==> config.mk <==
export PLATFORM = sky130hd
export DESIGN_NAME = lc3_decode_flat
export DESIGN_NICKNAME = d
export VERILOG_FILES = /design/src/rtl/lc3_decode_if.sv /design/src/rtl/lc3_decode.sv /design/src/flat_wrapper.sv
export SDC_FILE = /design/constraint.sdc
export NUM_CORES = 1
export LEC_CHECK = 0
export BUFFER_PORTS_ARGS = -buffer_cell sky130_fd_sc_hd__buf_2
export CAP_MARGIN = 25
export CORE_UTILIZATION = 35
export CTS_BUF_LIST = sky130_fd_sc_hd__clkbuf_4
export CTS_CLUSTER_SIZE = 14
export DETAILED_ROUTE_END_ITERATION = 10
export PLACE_DENSITY = 0.76
export RECOVER_POWER = 25
export REMOVE_ABC_BUFFERS = 1
export SYNTH_ARGS = -nofsm -noshare
export SYNTH_HDL_FRONTEND = slang
export SYNTH_SLANG_ARGS = --single-unit
==> constraint.sdc <==
create_clock -name clk -period 1.3 [get_ports clk]
set_clock_uncertainty 0.2 [all_clocks]
set_input_delay 0.26 -clock clk [delete_from_list [all_inputs] [get_ports clk]]
set_output_delay 0.26 -clock clk [all_outputs]
set_load 0.01 [all_outputs]
==> src/rtl/lc3_decode_if.sv <==
// LC-3 decode stage bus: capture strobe and fetch-side inputs toward the
// decoder, plus the registered instruction and control bundles it returns.
// The master side is the fetch stage and controller; the slave side is the decoder.
interface lc3_decode_if;
    logic        enable_decode;  // capture strobe, only a clean 1 captures
    logic [15:0] instr_dout;     // instruction word from instruction memory
    logic [15:0] npc_in;         // PC+1 from fetch, aligned with instr_dout
    logic [15:0] ir;             // registered instruction
    logic [15:0] npc_out;        // registered npc_in
    logic [5:0]  e_control;      // {alu_control, pcselect1, pcselect2, op2select}
    logic [1:0]  w_control;      // 00 aluout, 01 memout, 10 pcout
    logic        mem_control;    // 1 = indirect access (LDI/STI)
    logic        illegal;        // 1 = registered opcode unsupported

    // Upstream side: drives the strobe and instruction, observes the decode.
    modport master (
        output enable_decode, instr_dout, npc_in,
        input  ir, npc_out, e_control, w_control, mem_control, illegal
    );

    // Decoder side.
    modport slave (
        input  enable_decode, instr_dout, npc_in,
        output ir, npc_out, e_control, w_control, mem_control, illegal
    );
endinterface

==> src/rtl/lc3_decode.sv <==
// LC-3 pipeline decode stage. Captures the fetched instruction and its npc on
// a clean enable_decode strobe and registers them together with the execute,
// writeback and memory control bundles decoded from the same word, so the
// controls always describe the IR currently being presented downstream.
module lc3_decode #(
    parameter logic [15:0] RST_IR = 16'h0000
) (
    input  logic         clk,
    input  logic         rst,
    lc3_decode_if.slave  dec_if
);

    // LC-3 opcodes, IR[15:12].
    typedef enum logic [3:0] {
        OP_BR   = 4'b0000,
        OP_ADD  = 4'b0001,
        OP_LD   = 4'b0010,
        OP_ST   = 4'b0011,
        OP_JSR  = 4'b0100,
        OP_AND  = 4'b0101,
        OP_LDR  = 4'b0110,
        OP_STR  = 4'b0111,
        OP_RTI  = 4'b1000,
        OP_NOT  = 4'b1001,
        OP_LDI  = 4'b1010,
        OP_STI  = 4'b1011,
        OP_JMP  = 4'b1100,
        OP_RSV  = 4'b1101,
        OP_LEA  = 4'b1110,
        OP_TRAP = 4'b1111
    } opcode_e;

    typedef enum logic [1:0] {
        ALU_ADD = 2'b00,
        ALU_AND = 2'b01,
        ALU_NOT = 2'b10
    } alu_ctl_e;

    typedef enum logic [1:0] {
        PC1_NONE = 2'b00,
        PC1_OFF9 = 2'b01,
        PC1_OFF6 = 2'b10,
        PC1_ZERO = 2'b11
    } pcsel1_e;

    typedef enum logic [1:0] {
        WB_ALU = 2'b00,
        WB_MEM = 2'b01,
        WB_PC  = 2'b10
    } wb_sel_e;

    // Execute bundle in the bit order the execute stage expects.
    typedef struct packed {
        alu_ctl_e alu_control;
        pcsel1_e  pcselect1;
        logic     pcselect2;   // 1 = npc base, 0 = register base
        logic     op2select;   // 1 = register operand, 0 = imm5
    } e_ctrl_t;

    // Everything that is registered on a capture.
    typedef struct packed {
        logic [15:0] ir;
        logic [15:0] npc;
        e_ctrl_t     e_ctl;
        wb_sel_e     w_ctl;
        logic        mem_ctl;
        logic        illegal;
    } dec_state_t;

    localparam dec_state_t RESET_STATE = '{
        ir:      RST_IR,
        npc:     16'h0000,
        e_ctl:   '{alu_control: ALU_ADD, pcselect1: PC1_NONE,
                   pcselect2: 1'b0, op2select: 1'b0},
        w_ctl:   WB_ALU,
        mem_ctl: 1'b0,
        illegal: 1'b0
    };

    dec_state_t dec_q;
    dec_state_t dec_d;
    opcode_e    opcode;
    logic       capture;

    assign opcode = opcode_e'(dec_if.instr_dout[15:12]);

    // Only a clean 1 captures; X or Z on the strobe must behave like 0.
    assign capture = (dec_if.enable_decode === 1'b1);

    // Decode the incoming instruction word into the next register contents.
    always_comb begin
        // NOTE: every field gets a default before the case so no path leaves
        // a value unassigned, which would otherwise infer a latch.
        dec_d         = RESET_STATE;
        dec_d.ir      = dec_if.instr_dout;
        dec_d.npc     = dec_if.npc_in;

        unique case (opcode)
            OP_ADD: begin
                dec_d.e_ctl.alu_control = ALU_ADD;
                dec_d.e_ctl.op2select   = ~dec_if.instr_dout[5];
            end
            OP_AND: begin
                dec_d.e_ctl.alu_control = ALU_AND;
                dec_d.e_ctl.op2select   = ~dec_if.instr_dout[5];
            end
            OP_NOT: begin
                dec_d.e_ctl.alu_control = ALU_NOT;
            end
            OP_BR, OP_ST: begin
                dec_d.e_ctl.pcselect1 = PC1_OFF9;
                dec_d.e_ctl.pcselect2 = 1'b1;
            end
            OP_JMP: begin
                dec_d.e_ctl.pcselect1 = PC1_ZERO;
            end
            OP_LD: begin
                dec_d.e_ctl.pcselect1 = PC1_OFF9;
                dec_d.e_ctl.pcselect2 = 1'b1;
                dec_d.w_ctl           = WB_MEM;
            end
            OP_LDR: begin
                dec_d.e_ctl.pcselect1 = PC1_OFF6;
                dec_d.w_ctl           = WB_MEM;
            end
            OP_STR: begin
                dec_d.e_ctl.pcselect1 = PC1_OFF6;
            end
            OP_LDI: begin
                dec_d.e_ctl.pcselect1 = PC1_OFF9;
                dec_d.e_ctl.pcselect2 = 1'b1;
                dec_d.w_ctl           = WB_MEM;
                dec_d.mem_ctl         = 1'b1;
            end
            OP_STI: begin
                dec_d.e_ctl.pcselect1 = PC1_OFF9;
                dec_d.e_ctl.pcselect2 = 1'b1;
                dec_d.mem_ctl         = 1'b1;
            end
            OP_LEA: begin
                dec_d.e_ctl.pcselect1 = PC1_OFF9;
                dec_d.e_ctl.pcselect2 = 1'b1;
                dec_d.w_ctl           = WB_PC;
            end
            // JSR, RTI, reserved and TRAP: IR and npc still pass through so
            // the fault can be traced, but every control bundle stays zero.
            OP_JSR, OP_RTI, OP_RSV, OP_TRAP: begin
                dec_d.illegal = 1'b1;
            end
            default: begin
                dec_d.illegal = 1'b1;
            end
        endcase
    end

    // Pipeline register: synchronous reset wins, else capture on the strobe, else hold.
    always_ff @(posedge clk) begin
        // NOTE: state registers use non-blocking assignment so every flop
        // samples its input before any of them update on this edge.
        if (rst) begin
            dec_q <= RESET_STATE;
        end else if (capture) begin
            dec_q <= dec_d;
        end
    end

    // Outputs come straight from flops; no combinational path from the inputs.
    assign dec_if.ir          = dec_q.ir;
    assign dec_if.npc_out     = dec_q.npc;
    assign dec_if.e_control   = dec_q.e_ctl;
    assign dec_if.w_control   = dec_q.w_ctl;
    assign dec_if.mem_control = dec_q.mem_ctl;
    assign dec_if.illegal     = dec_q.illegal;

endmodule

==> src/flat_wrapper.sv <==
// flat-port wrapper written by rule: the top's interface ports become plain ports
module lc3_decode_flat 
#(
    parameter logic [15:0] RST_IR = 16'h0000
)
  (clk, rst, dec_if_enable_decode, dec_if_instr_dout, dec_if_npc_in, dec_if_ir, dec_if_npc_out, dec_if_e_control, dec_if_w_control, dec_if_mem_control, dec_if_illegal);
  lc3_decode_if dec_if_i ();
  input  logic clk;
  input  logic rst;
  input wire logic [$bits(dec_if_i.enable_decode)-1:0] dec_if_enable_decode;
  input wire logic [$bits(dec_if_i.instr_dout)-1:0] dec_if_instr_dout;
  input wire logic [$bits(dec_if_i.npc_in)-1:0] dec_if_npc_in;
  output wire logic [$bits(dec_if_i.ir)-1:0] dec_if_ir;
  output wire logic [$bits(dec_if_i.npc_out)-1:0] dec_if_npc_out;
  output wire logic [$bits(dec_if_i.e_control)-1:0] dec_if_e_control;
  output wire logic [$bits(dec_if_i.w_control)-1:0] dec_if_w_control;
  output wire logic [$bits(dec_if_i.mem_control)-1:0] dec_if_mem_control;
  output wire logic [$bits(dec_if_i.illegal)-1:0] dec_if_illegal;
  assign dec_if_i.enable_decode = dec_if_enable_decode;
  assign dec_if_i.instr_dout = dec_if_instr_dout;
  assign dec_if_i.npc_in = dec_if_npc_in;
  assign dec_if_ir = dec_if_i.ir;
  assign dec_if_npc_out = dec_if_i.npc_out;
  assign dec_if_e_control = dec_if_i.e_control;
  assign dec_if_w_control = dec_if_i.w_control;
  assign dec_if_mem_control = dec_if_i.mem_control;
  assign dec_if_illegal = dec_if_i.illegal;
  lc3_decode #(.RST_IR(RST_IR)) u_core (.clk(clk), .rst(rst), .dec_if(dec_if_i));
endmodule
### After elaboration in Yosys (flattened, before gate mapping)

Cells that the tools add are included.

| word-level totals | value |
|---|---|
| register bits after elaboration | 42 |
| input bits | 35 |
| output and inout bits | 42 |
| logic and storage cells | 40 |

| cells by class | value |
|---|---|
| eq/ne operators | 16 |
| muxes and demuxes | 7 |
| bitwise operators | 1 |
| reductions and logical operators | 7 |

Operators with widths:

| cell | number |
|---|---|
| == test 4 bit (second input constant) | 8 |
| == test 4 x 3 -> 1 bit (second input constant) | 4 |
| == test 4 x 2 -> 1 bit (second input constant) | 2 |
| one-hot mux 2 bit (2 select lines) | 2 |
| one-hot mux 2 bit (3 select lines) | 1 |
| OR reduction 2 bit | 3 |
| OR reduction 6 bit | 1 |
| == test 4 x 1 -> 1 bit (second input constant) | 1 |
| logical NOT 4 bit | 1 |
| 2-to-1 mux 1 bit | 4 |
| OR reduction 4 bit | 1 |
| OR reduction 3 bit | 1 |
| case equality test 1 bit (second input constant) | 1 |
| NOT 1 bit | 1 |

### Longest topological paths before layout

| logic depth | value |
|---|---|
| depth in word-level cells | 3 |
| gate-level depth with buffers | 5 |
| depth with buffers taken out | 3 |

### Least setup slack after synthesis

Ideal clock, no wire load.

| path | value |
|---|---|
| path type | input-to-reg |
| start | input dec_if_instr_dout[12] |
| end | register u_core.dec_q, in the netlist u_core.dec_if.illegal |
| arrival | 1098 ps |
| data required time | 1009 ps |
| setup slack | -89 ps |
| stages on the path | 3 |
| path through | buf_6 or4_1 a311oi_1 |

| on the way | value |
|---|---|
| word-level cells in the longest chain between the ends | 3 |
| elaborated cells on any way between the ends | 6 |

Ends and longest elaborated chain:

| what | line | RTL |
|---|---|---|
| from (decl) | flat_wrapper.sv:11 | `input wire logic [$bits(dec_if_i.instr_dout)-1:0] dec_if_instr_dout;` |
| == test 4 x 3 -> 1 bit / == test 4 bit (equally long branches) | lc3_decode.sv:98 | `unique case (opcode)` |
| OR reduction 4 bit (*) | lc3_decode.sv:98 |  |
| 2-to-1 mux 1 bit (*) | lc3_decode.sv:98 |  |
| to (signal assigned) | lc3_decode.sv:161 | `dec_q <= RESET_STATE;` |
| to (signal assigned) | lc3_decode.sv:163 | `dec_q <= dec_d;` |
| to (decl) | lc3_decode.sv:80 | `dec_state_t dec_q;` |

Every way passes the cells marked *; elsewhere a longest branch is shown, timed or not.
A chain may end at the register's enable or synchronous reset.

### Worst setup path after layout

| path | value |
|---|---|
| start | register u_core.dec_q, in the netlist u_core.dec_if.illegal |
| end | output dec_if_illegal |

RTL lines:

| what | line | RTL |
|---|---|---|
| to (decl) | flat_wrapper.sv:18 | `output wire logic [$bits(dec_if_i.illegal)-1:0] dec_if_illegal;` |

No word-level cell between the ends.

==> flow_results.org <==
** STA
- Setup repair after global routing missed its margin :: true
- Timing would allow up to 783 MHz.
- Hold timing on the final database bottoms out at a slack of 13.8 ps.
- The final max-slew violation count is 0.
- Setup_tns :: 0 ps
- Dividing the final minimum period by the clock period gives a little under 100%.
- Worst Tran Pin Value :: 258 ps
- Shortest period the worst path allows :: roughly 1300 ps
- Max-slew headroom :: 82.6%
- Setup violations remaining at the end of the flow were counted as 0.
- Final Hold Viols :: 0

** Critical path
- Max Fanout on Critical Path :: 2
- STA classifies the critical path startpoint as a flip-flop.
- Combined buffer and inverter count along the critical path :: 1
- On the critical path, the stage with the largest delay is an instance of dfxtp_2.
- Top Family by Delay on Critical Path :: flip-flops
- Worst Setup End Kind :: output port
- Data arrives at the worst endpoint at between 800 and 900 ps.
- The worst setup path is of the flip-flop to output port kind.
- Reg2Reg Depth :: 4
- In this run the number of cells on the critical path is 1.
- Cell chain of the critical path :: buf_6
- Required @ worst endpoint :: around 840 ps
- Critical Path Max Stage Delay :: between 300 and 400 ps

** Routing
- After detailed routing, the number of vias per cell comes to ~4.7.
- First-pass DRT Iterations :: 4
- Post-detailed-routing wire length :: between 4 and 5 mm
- After detailed routing, the number of remaining DRC violations is 0.
- Routed Antenna Nets :: 0
- Count of vias placed by the detailed router :: roughly 1500
- Average routed wire per standard cell :: between 10 and 15 microns
- Initial drt markers :: 25

** GRT
- Global routing consumed, over all layers together, 16.7% of the routing resources.
- Number of global-route vias before repair :: about 1500
- Initial antenna violation count :: 0
- Entering global routing, the biggest net connects 43 pins.
- Global-route wire length before repair :: 6.40 mm
- After global routing the overflow that remains totals 0.

** Clock tree
- TritonCTS clock tree :: yes
- For this design, the sink count on the clock tree is 42.
- The number of clock buffers added by TritonCTS is 5.
- Longest Clk Path Bufs :: 2
- The clock reaches the later pin of the worst-skew pair after approximately 340 ps.
- CTS placed an instance of clkbuf_4 at the clock tree root.
- The H-tree generated during clock tree synthesis spans 2 levels.
- CTS clock-pin slew for the worst setup and hold paths :: approximately 120 ps

** Pwr
- Final Power :: between 2000 and 3000 uW
- Areal power density over the cells :: approximately 1000 nW/um^2
- Worst voltage drop across the vdd grid :: between 0.6 and 0.7 mV
- Cell leakage power :: between 0.001 and 0.0015 uW

** Synth
- Largest area contributor in the synthesized netlist :: dfxtp_1
- Synthesis produced a netlist whose cell count is ~160.
- Cell area after synthesis :: around 1600 sq um
- Mean instance size in the synthesized netlist :: roughly 10 sq um
- Main synth FF type :: dfxtp_1
- The Yosys step of the flow raised 0 warnings.
- Leading post-synthesis cells by instance count :: 42 x dfxtp_1, 37 x nor2_1, 34 x mux2i_1, 7 x clkbuf_1, 5 x buf_2
- Library cells used by synthesis :: 29
- Top cells by area in the synthesized netlist :: dfxtp_1 52%, mux2i_1 21%, nor2_1 8.6%
- dfxtp_1 is the most common cell in the netlist.
- Sequential fraction of the synthesis area :: between 50% and 60%
- In this run the biggest area consumer among cell types represents ~52% of the synthesized area.
- Number of enable-type register cells in the synthesized netlist :: 0
- For this run, asynchronously set or reset flops after synthesis account for 0%.
- After synthesis the netlist holds a flip-flop and latch count of 42.

** Outcome
- Result of the run :: finished, final reports clean

** Place
- The wire-length estimate of the detail-placed layout is approximately 2.4 mm.
- Routability-driven placement finished with a final weighted congestion of between 0.8 and 0.9.
- Once placement finished, the instance area stood at ~2100 sq um.
- Number of instances in the placed design :: approximately 290
- The count of buffers added on input and output ports is 76.

** Layout
- Relative area change from synthesis to final layout :: 75.0%
- Final layout net count :: slightly above 300
- Filler Cells Inserted :: 327
- The finished layout holds 327 standard cells, fillers aside.
- Number of antenna cells inserted :: 0
- Of the cells placed in the final design, the portion with a size suffix greater than 1 is just over 50%.
- The finished cells cover approximately 2800 sq um.

** Die
- The floorplan step set the die height to 69.8 microns.
- The initial utilization of the core area, before any placement, comes to a little under two fifths.
- The floorplan step defined a core boundary enclosing between 4000 and 5000 sq um.
- Row generation in the floorplan step produced 24 rows.
- I/O pin count :: between 70 and 80
- The die covers ~4900 sq um.
- Die W :: approximately 70 microns

** Min path
- Instance count along the most critical hold path :: 3
- In this run the worst hold path is classified as primary input to flip-flop.

** Run
- The tool flagged a number of max-cap violations equal to 0.
[cell families after synthesis]
family | after synthesis | share of synthesized area [%]
AOI/OAI and AO/OA | 13 | 5.36
xor gates and xnor gates | 1 | 0.544
muxes | 34 | 21.1
buffers and inverters | 17 | 5.05
DFF | 42 | 52.2
and+or+nand+nor | 54 | 15.7
[sequential cells by signal, indices dropped and copies added, names as in the netlist]
name and count:
u_core.dec_if.e_control 6, u_core.dec_if.npc_out 16, u_core.dec_if.ir 16, u_core.dec_if.w_control 2, u_core.dec_if.illegal 1, u_core.dec_if.mem_control 1
[per-stage QoR]
stage	worst slack (ps)	utilization, %
2_1_floorplan	19.5	-
3_3_place_gp	-111	48.0
3_5_place_dp	-126	48.0
4_1_cts	0.0373	58.0
5_1_grt	-31.4	64.3
6_report	22.1	64.3
[placed cells by master, fill, tap and decap left out, drive strengths merged]
cell type / count
o21ai: 2
nand4: 1
o22ai: 2
nand4bb: 1
and2b: 1
xor2: 1
nor4b: 1
dlygate4sd3: 28
and2: 1
nor4bb: 1
nand2: 1
a31oi: 1
or4: 1
inv: 3
nor3: 1
dfxtp: 42
mux2i: 34
nor2: 37
a311oi: 2
nand2b: 4
clkinvlp: 1
o21bai: 1
bufinv: 1
o211a: 1
nand3: 2
a21oi: 3
buf: 91
a211oi: 1
nor2b: 2
clkbuf: 7
[repair_timing]
item	CTS	global route
resized for setup	36	48
setup buffers	1	4
endpoints found under the setup margin	32	42
hold endpoints to repair	30	0
hold buffers	28	0
pin swaps	0	0
[cell type report]
cell class	count	area [sq um]	share of cell area, %
Tap cell	52	65.1	2.31
Inverter	3	11.3	0.400
Clock inverter	2	37.5	1.33
Sequential cell	42	893	31.7
Multi-Input combinational cell	102	688	24.4
Clock buffer	6	45.0	1.60
Timing Repair Buffer	120	1080	38.2
[metal layers]
layer | part of all wire, % | routed length, microns | global-route usage, % | up-vias
li1 | - | - | - | 769
met1 | 39 | 1710 | 17.7 | 706
met2 | 55 | 2400 | 31.1 | 53
met3 | 4.9 | 216 | 3.78 | 7
met4 | 1.5 | 68 | 7.33 | 0
met5 | 0 | 0 | 0 | -
[worst paths after layout]
check                              from                    endpoint  slack (ps)
min reg2reg   u_core.dec_if.mem_control   u_core.dec_if.mem_control         280
max               u_core.dec_if.illegal              dec_if_illegal          20
max reg2reg  u_core.dec_if.e_control[0]  u_core.dec_if.e_control[0]         300
min               dec_if_instr_dout[12]       u_core.dec_if.illegal          10
[power by group]
part	switching, uW	total, uW	internal [uW]
registers	51.6	1420	1370
logic	216	550	334
clock network	417	843	427
total	685	2820	2130
Power figures use the tool's default switching activity.
